**config.mk**
```make
export PLATFORM = sky130hd
export DESIGN_NAME = note_synth
export DESIGN_NICKNAME = d
export VERILOG_FILES = /design/src/rtl/note_synth.sv
export SDC_FILE = /design/constraint.sdc
export NUM_CORES = 1
export LEC_CHECK = 0
export ABC_AREA = 1
export CAP_MARGIN = 20
export CORE_UTILIZATION = 30
export DETAILED_ROUTE_END_ITERATION = 6
export PLACE_DENSITY = 0.5
export SLEW_MARGIN = 20
export SYNTH_ARGS = -nofsm -noshare
export SYNTH_HDL_FRONTEND = slang
export SYNTH_SLANG_ARGS = --single-unit
```
**constraint.sdc**
```tcl
create_clock -name clock -period 5.3 [get_ports clock]
set_clock_uncertainty 0.05 [all_clocks]
set_input_delay 0.795 -clock clock [delete_from_list [all_inputs] [get_ports clock]]
set_output_delay 0.795 -clock clock [all_outputs]
set_load 0.02 [all_outputs]
```
**src/rtl/note_synth.sv**
```systemverilog
// Square-wave note generator: 48-note half-period table, codec sample strobes,
// optional 8-step release envelope built only when NOTE_SYNTH_RELEASE_EN is defined.
module note_synth #(
    parameter int CLK_HZ          = 50000000,
    parameter int AMPLITUDE       = 10000000,
    parameter int RELEASE_SAMPLES = 2048
) (
    input  logic        clock,
    input  logic        resetn,
    input  logic        enable,
    input  logic [5:0]  sound,
    input  logic        sample_req,
    output logic [31:0] sample_out,
    output logic        sample_valid,
    output logic        busy
);

`ifdef NOTE_SYNTH_RELEASE_EN
    typedef enum logic [1:0] {IDLE, PLAY, RELEASE} state_t;
    localparam int REL_W = $clog2(RELEASE_SAMPLES + 1);
`else
    typedef enum logic [1:0] {IDLE, PLAY} state_t;
`endif

    localparam logic [31:0] AMP = 32'(AMPLITUDE);

    // Octave-3 frequencies in units of 0.1 mHz; higher octaves double.
    function automatic longint base_freq(input int n);
        case (n)
            0:       base_freq = 1308128;
            1:       base_freq = 1385913;
            2:       base_freq = 1468324;
            3:       base_freq = 1555635;
            4:       base_freq = 1648138;
            5:       base_freq = 1746141;
            6:       base_freq = 1849972;
            7:       base_freq = 1959977;
            8:       base_freq = 2076523;
            9:       base_freq = 2200000;
            10:      base_freq = 2330819;
            default: base_freq = 2469417;
        endcase
    endfunction

    function automatic logic [47:0][17:0] build_tab();
        logic [47:0][17:0] tab;
        longint num, den;
        num = longint'(CLK_HZ) * 64'sd10000;
        for (int i = 0; i < 48; i++) begin
            den    = 2 * base_freq(i % 12) * (64'sd1 <<< (i / 12));
            tab[i] = 18'((num + den / 2) / den);
        end
        return tab;
    endfunction

    localparam logic [47:0][17:0] HALF_TAB = build_tab();

    state_t      state_q, state_d;
    logic        en_prev_q, en_prev_d;
    logic [5:0]  code_q, code_d;
    logic [17:0] cnt_q, cnt_d;
    logic        phase_q, phase_d;
    logic [31:0] sample_out_q, sample_out_d;
    logic        sample_valid_q, sample_valid_d;
    logic [2:0]  shift;
`ifdef NOTE_SYNTH_RELEASE_EN
    logic [2:0]       shift_q, shift_d;
    logic [REL_W-1:0] rel_cnt_q, rel_cnt_d;
    assign shift = shift_q;
`else
    assign shift = 3'd0;
`endif

    logic        rise, rest;
    logic [17:0] half;
    logic [31:0] amp, sample_val;

    always_comb begin
        rise       = enable & ~en_prev_q;
        rest       = (code_q >= 6'd48);
        half       = rest ? 18'h3FFFF : HALF_TAB[code_q];
        amp        = AMP >> shift;
        sample_val = (state_q == IDLE || rest) ? 32'd0 : (phase_q ? -amp : amp);

        state_d        = state_q;
        en_prev_d      = enable;
        code_d         = code_q;
        cnt_d          = cnt_q;
        phase_d        = phase_q;
        sample_valid_d = sample_req;
        sample_out_d   = sample_req ? sample_val : sample_out_q;
`ifdef NOTE_SYNTH_RELEASE_EN
        shift_d   = shift_q;
        rel_cnt_d = rel_cnt_q;
`endif

        if (state_q != IDLE) begin
            if (cnt_q == half - 18'd1) begin
                cnt_d   = 18'd0;
                phase_d = ~phase_q;
            end else begin
                cnt_d = cnt_q + 18'd1;
            end
        end

        case (state_q)
            IDLE: begin
                cnt_d   = 18'd0;
                phase_d = 1'b0;
                if (rise) begin
                    state_d = PLAY;
                    code_d  = sound;
                end
            end
            PLAY: begin
                if (!enable) begin
`ifdef NOTE_SYNTH_RELEASE_EN
                    state_d   = RELEASE;
                    shift_d   = 3'd0;
                    rel_cnt_d = '0;
`else
                    state_d = IDLE;
                    cnt_d   = 18'd0;
                    phase_d = 1'b0;
`endif
                end
            end
`ifdef NOTE_SYNTH_RELEASE_EN
            RELEASE: begin
                // A fresh note-on takes priority over an envelope step landing this cycle.
                if (rise) begin
                    state_d   = PLAY;
                    code_d    = sound;
                    shift_d   = 3'd0;
                    rel_cnt_d = '0;
                    cnt_d     = 18'd0;
                    phase_d   = 1'b0;
                end else if (sample_req) begin
                    if (rel_cnt_q == REL_W'(RELEASE_SAMPLES - 1)) begin
                        rel_cnt_d = '0;
                        if (shift_q == 3'd7) begin
                            state_d = IDLE;
                            shift_d = 3'd0;
                            cnt_d   = 18'd0;
                            phase_d = 1'b0;
                        end else begin
                            shift_d = shift_q + 3'd1;
                        end
                    end else begin
                        rel_cnt_d = rel_cnt_q + REL_W'(1);
                    end
                end
            end
`endif
            default: state_d = IDLE;
        endcase
    end

    always_ff @(posedge clock) begin
        if (!resetn) begin
            state_q        <= IDLE;
            en_prev_q      <= 1'b0;
            code_q         <= 6'h3F;
            cnt_q          <= 18'd0;
            phase_q        <= 1'b0;
            sample_out_q   <= 32'd0;
            sample_valid_q <= 1'b0;
`ifdef NOTE_SYNTH_RELEASE_EN
            shift_q        <= 3'd0;
            rel_cnt_q      <= '0;
`endif
        end else begin
            state_q        <= state_d;
            en_prev_q      <= en_prev_d;
            code_q         <= code_d;
            cnt_q          <= cnt_d;
            phase_q        <= phase_d;
            sample_out_q   <= sample_out_d;
            sample_valid_q <= sample_valid_d;
`ifdef NOTE_SYNTH_RELEASE_EN
            shift_q        <= shift_d;
            rel_cnt_q      <= rel_cnt_d;
`endif
        end
    end

    assign sample_out   = sample_out_q;
    assign sample_valid = sample_valid_q;
    assign busy         = (state_q != IDLE);

endmodule

```
==> results by group <==
Timing
  • Fmax: 0.296 GHz
  • Period utilization: 63.7%
  • Worst Max-Slew Pin Slew: 0.655 ns
  • Final max-slew violation count: 0
  • # setup viols final: 0
  • Hold WS: 0.415 ns
  • RSZ-0062 raised after global routing: false
  • Fin. Hold Viols: 0
  • Worst slew margin: 56.2%
  • Fin Setup TNS: 0 ns
  • Fin crit period: 3.37 ns

Floorplan
  • Die ar.: 14200 sq um
  • Die H: 119 um
  • Chip width: 119 um
  • Ports: 44
  • Core area: 13300 sq um
  • Initial core utilization: 31.0%
  • Row count: 42

Drt
  • Number of vias per cell: 5.00
  • M1 wire length: 5660 um
  • Initial DRC count: 287
  • Antenna-violating nets left: 0
  • DR pass1 iterations: 5
  • Routed WL: 12100 um
  • Per-cell routed wire length: 14.4 um
  • Highest metal used: met4
  • DR WL met2: 5450 um
  • Met3 routed WL: 648 um
  • Post-route DRC: 0
  • DR vias: 4207

Power and ir drop
  • Pwr/cell area: 239 nW/um^2
  • Maximum VDD drop: 0.118 mV
  • Leak: 1.90 nW

Synth
  • Number of flops mapped to enable cells by yosys: 0
  • Syn_area_per_cell: 6.22 sq um
  • Mapped Area: 4120 sq um
  • Ys async rst share: 0%
  • Seq/Total Area, Yosys: 23.8%
  • Synth Register Bits: 49
  • Netlist cell types: 45
  • Synth Flop Type: dfxtp_1
  • Post-Syn Instances: 662
  • Ys Warns: 0
  • Synth top area share: 23.8%
  • Synth area leader: dfxtp_1
  • Largest cells by area after synthesis: dfxtp_1, nand2_1, nand3_1, inv_1, buf_4

Status
  • Status: finished clean

Clock network
  • Post-CTS Setup Repair Bufs: 0
  • TritonCTS Buffers: 5
  • PostCTS Resize Cnt: 0
  • Cts hold-fix bufs: 0
  • Worst-Skew Late Latency: 0.29 ns
  • CTS Sinks: 49
  • Max Root-Sink Buffers: 2
  • Clock Pin Slew Worst Setup and Hold Paths: 0.07 ns
  • Root buffer cell: clkbuf_16
  • H-tree lvl count: 2
  • CTS tree: yes

Worst setup path
  • WP data required: 5.47 ns
  • Crit path max fanout: 8
  • Worst Setup Start Kind: primary input
  • Critical path class: in2reg
  • Worst setup EP type: register
  • Critical Path AT: 3.54 ns

Placement
  • Detail Placement HPWL: 9500 um
  • PortBufs: 36
  • RePlAce Congestion: 0.949

GRT
  • Grt total ovfl: 0
  • First-pass GRT wire length: 19500 um
  • Vias in the first global route: 3790
  • Overall Global Routing Usage: 17.2%
  • Initial antenna violation count: 0
  • Largest net degree at the start of global routing: 36

Layout
  • Fin util: 34.3%
  • Antenna Cells: 0
  • Area delta synth->final: 10.7%
  • Fill cell count: 1488
  • Fin nets: 685
  • Layout cells sized above 1: 8.26%

Job
  • Max_cap viols: 0

Hold path
  • Hold crit path type: reg2reg
-- cells in the final DEF (no fill, tap or decap), drive strengths merged, types with 3 or more instances in the layout --
cell type | Yosys | routed
nand4 | 11 | 11
ha | 10 | 10
a31oi | 7 | 7
nand3 | 72 | 72
or2 | 3 | 3
a21oi | 32 | 32
conb | 1 | 7
nor2 | 79 | 79
dfxtp | 49 | 49
inv | 82 | 82
nand2 | 179 | 179
clkbuf | 6 | 6
o211ai | 4 | 4
nor3 | 7 | 7
a211oi | 4 | 4
o21bai | 4 | 4
o21ai | 42 | 42
xor2 | 13 | 13
clkdlybuf4s50 | 0 | 36
-- final timing paths --
check / from / to / slack [ns] / depth (start not counted)
max: enable / register / 1.93 / 15
min: code_q[1] / code_q[1] / 0.41 / 2
max reg2reg: code_q[5] / cnt_q[2] / 2.28 / 15
min reg2reg: code_q[1] / code_q[1] / 0.41 / 2
-- synth_stat cells, drive strengths merged, types with 2 or more instances --
library cell and n:
o21bai 4, o221ai 2, or2 3, clkbuf 6, xnor2 2, nand4 11, nor3 7, buf 41
a211oi 4, o211ai 4, a31oi 7, o21ai 42, nor4 2, nor2 79, ha 10, xor2 13
nand3 72, a21oi 32, dfxtp 49, nand2 179, inv 82
-- where the power goes --
group	internal [mW]	switching, mW	leakage (nW)
logic	0.0886	0.217	1.42
clock network	0.224	0.147	0.0810
registers	0.396	0.0167	0.402
-- metal layers --
| layer | global-route usage (%) | vias to the layer above |
|---|---|---|
| li1 | - | 2125 |
| met1 | 23.4 | 1913 |
| met2 | 27.6 | 145 |
| met3 | 2.49 | 24 |
| met4 | 5.70 | 0 |
| met5 | 0 | - |
-- cells by family (layout without fill, tap and decap cells) --
family                   Yosys count  after routing  share of synthesized area, %
adder cells (fa/ha/maj)           10             10                          3.04
multiplexers                       1              1                         0.273
buffers and inverters            129            127                          15.7
XOR/XNOR                          15             15                          3.19
AO/OA/AOI/OAI                    102            102                          14.0
AND/OR/NAND/NOR                  355            355                          39.9
other                              1              7                        0.0910
flip-flops                        49             49                          23.8
-- stage by stage --
| step | std cells | power, mW | instance area, sq um | setup slack (ns) |
|---|---|---|---|---|
| after global routing | 842 | 1.15 | 4560 | 1.67 |
| after detailed placement | 834 | 0.722 | 4390 | 1.62 |
| final | 842 | 1.09 | 4560 | 1.93 |
| after global placement | 834 | 0.727 | 4390 | 1.62 |
| after CTS | 842 | 1.09 | 4560 | 1.92 |
| after floorplan | 668 | 0.650 | 4140 | 2.57 |
-- cell type report --
type | count | area, sq um | area share [%]
Multi-Input combinational cell | 490 | 2510 | 55.1
Sequential cell | 49 | 981 | 21.5
Timing Repair Buffer | 37 | 368 | 8.07
Inverter | 82 | 308 | 6.75
Tap cell | 176 | 220 | 4.83
Clock buffer | 6 | 129 | 2.83
Clock inverter | 2 | 38.8 | 0.851
-- worst max-delay path, stage by stage --
cell and delay [ns]:
clkdlybuf4s50_1 0.52, inv_1 0.09, nor2_4 0.13, nand2_2 0.12, nand2_1 0.08, o21ai_1 0.07, nor2_2 0.28, inv_1 0.20
ha_1 0.35, inv_1 0.06, o21ai_1 0.33, nand2_1 0.14, o21ai_0 0.10, a21oi_1 0.10, o21ai_0 0.16
Power figures use the tool's default switching activity.
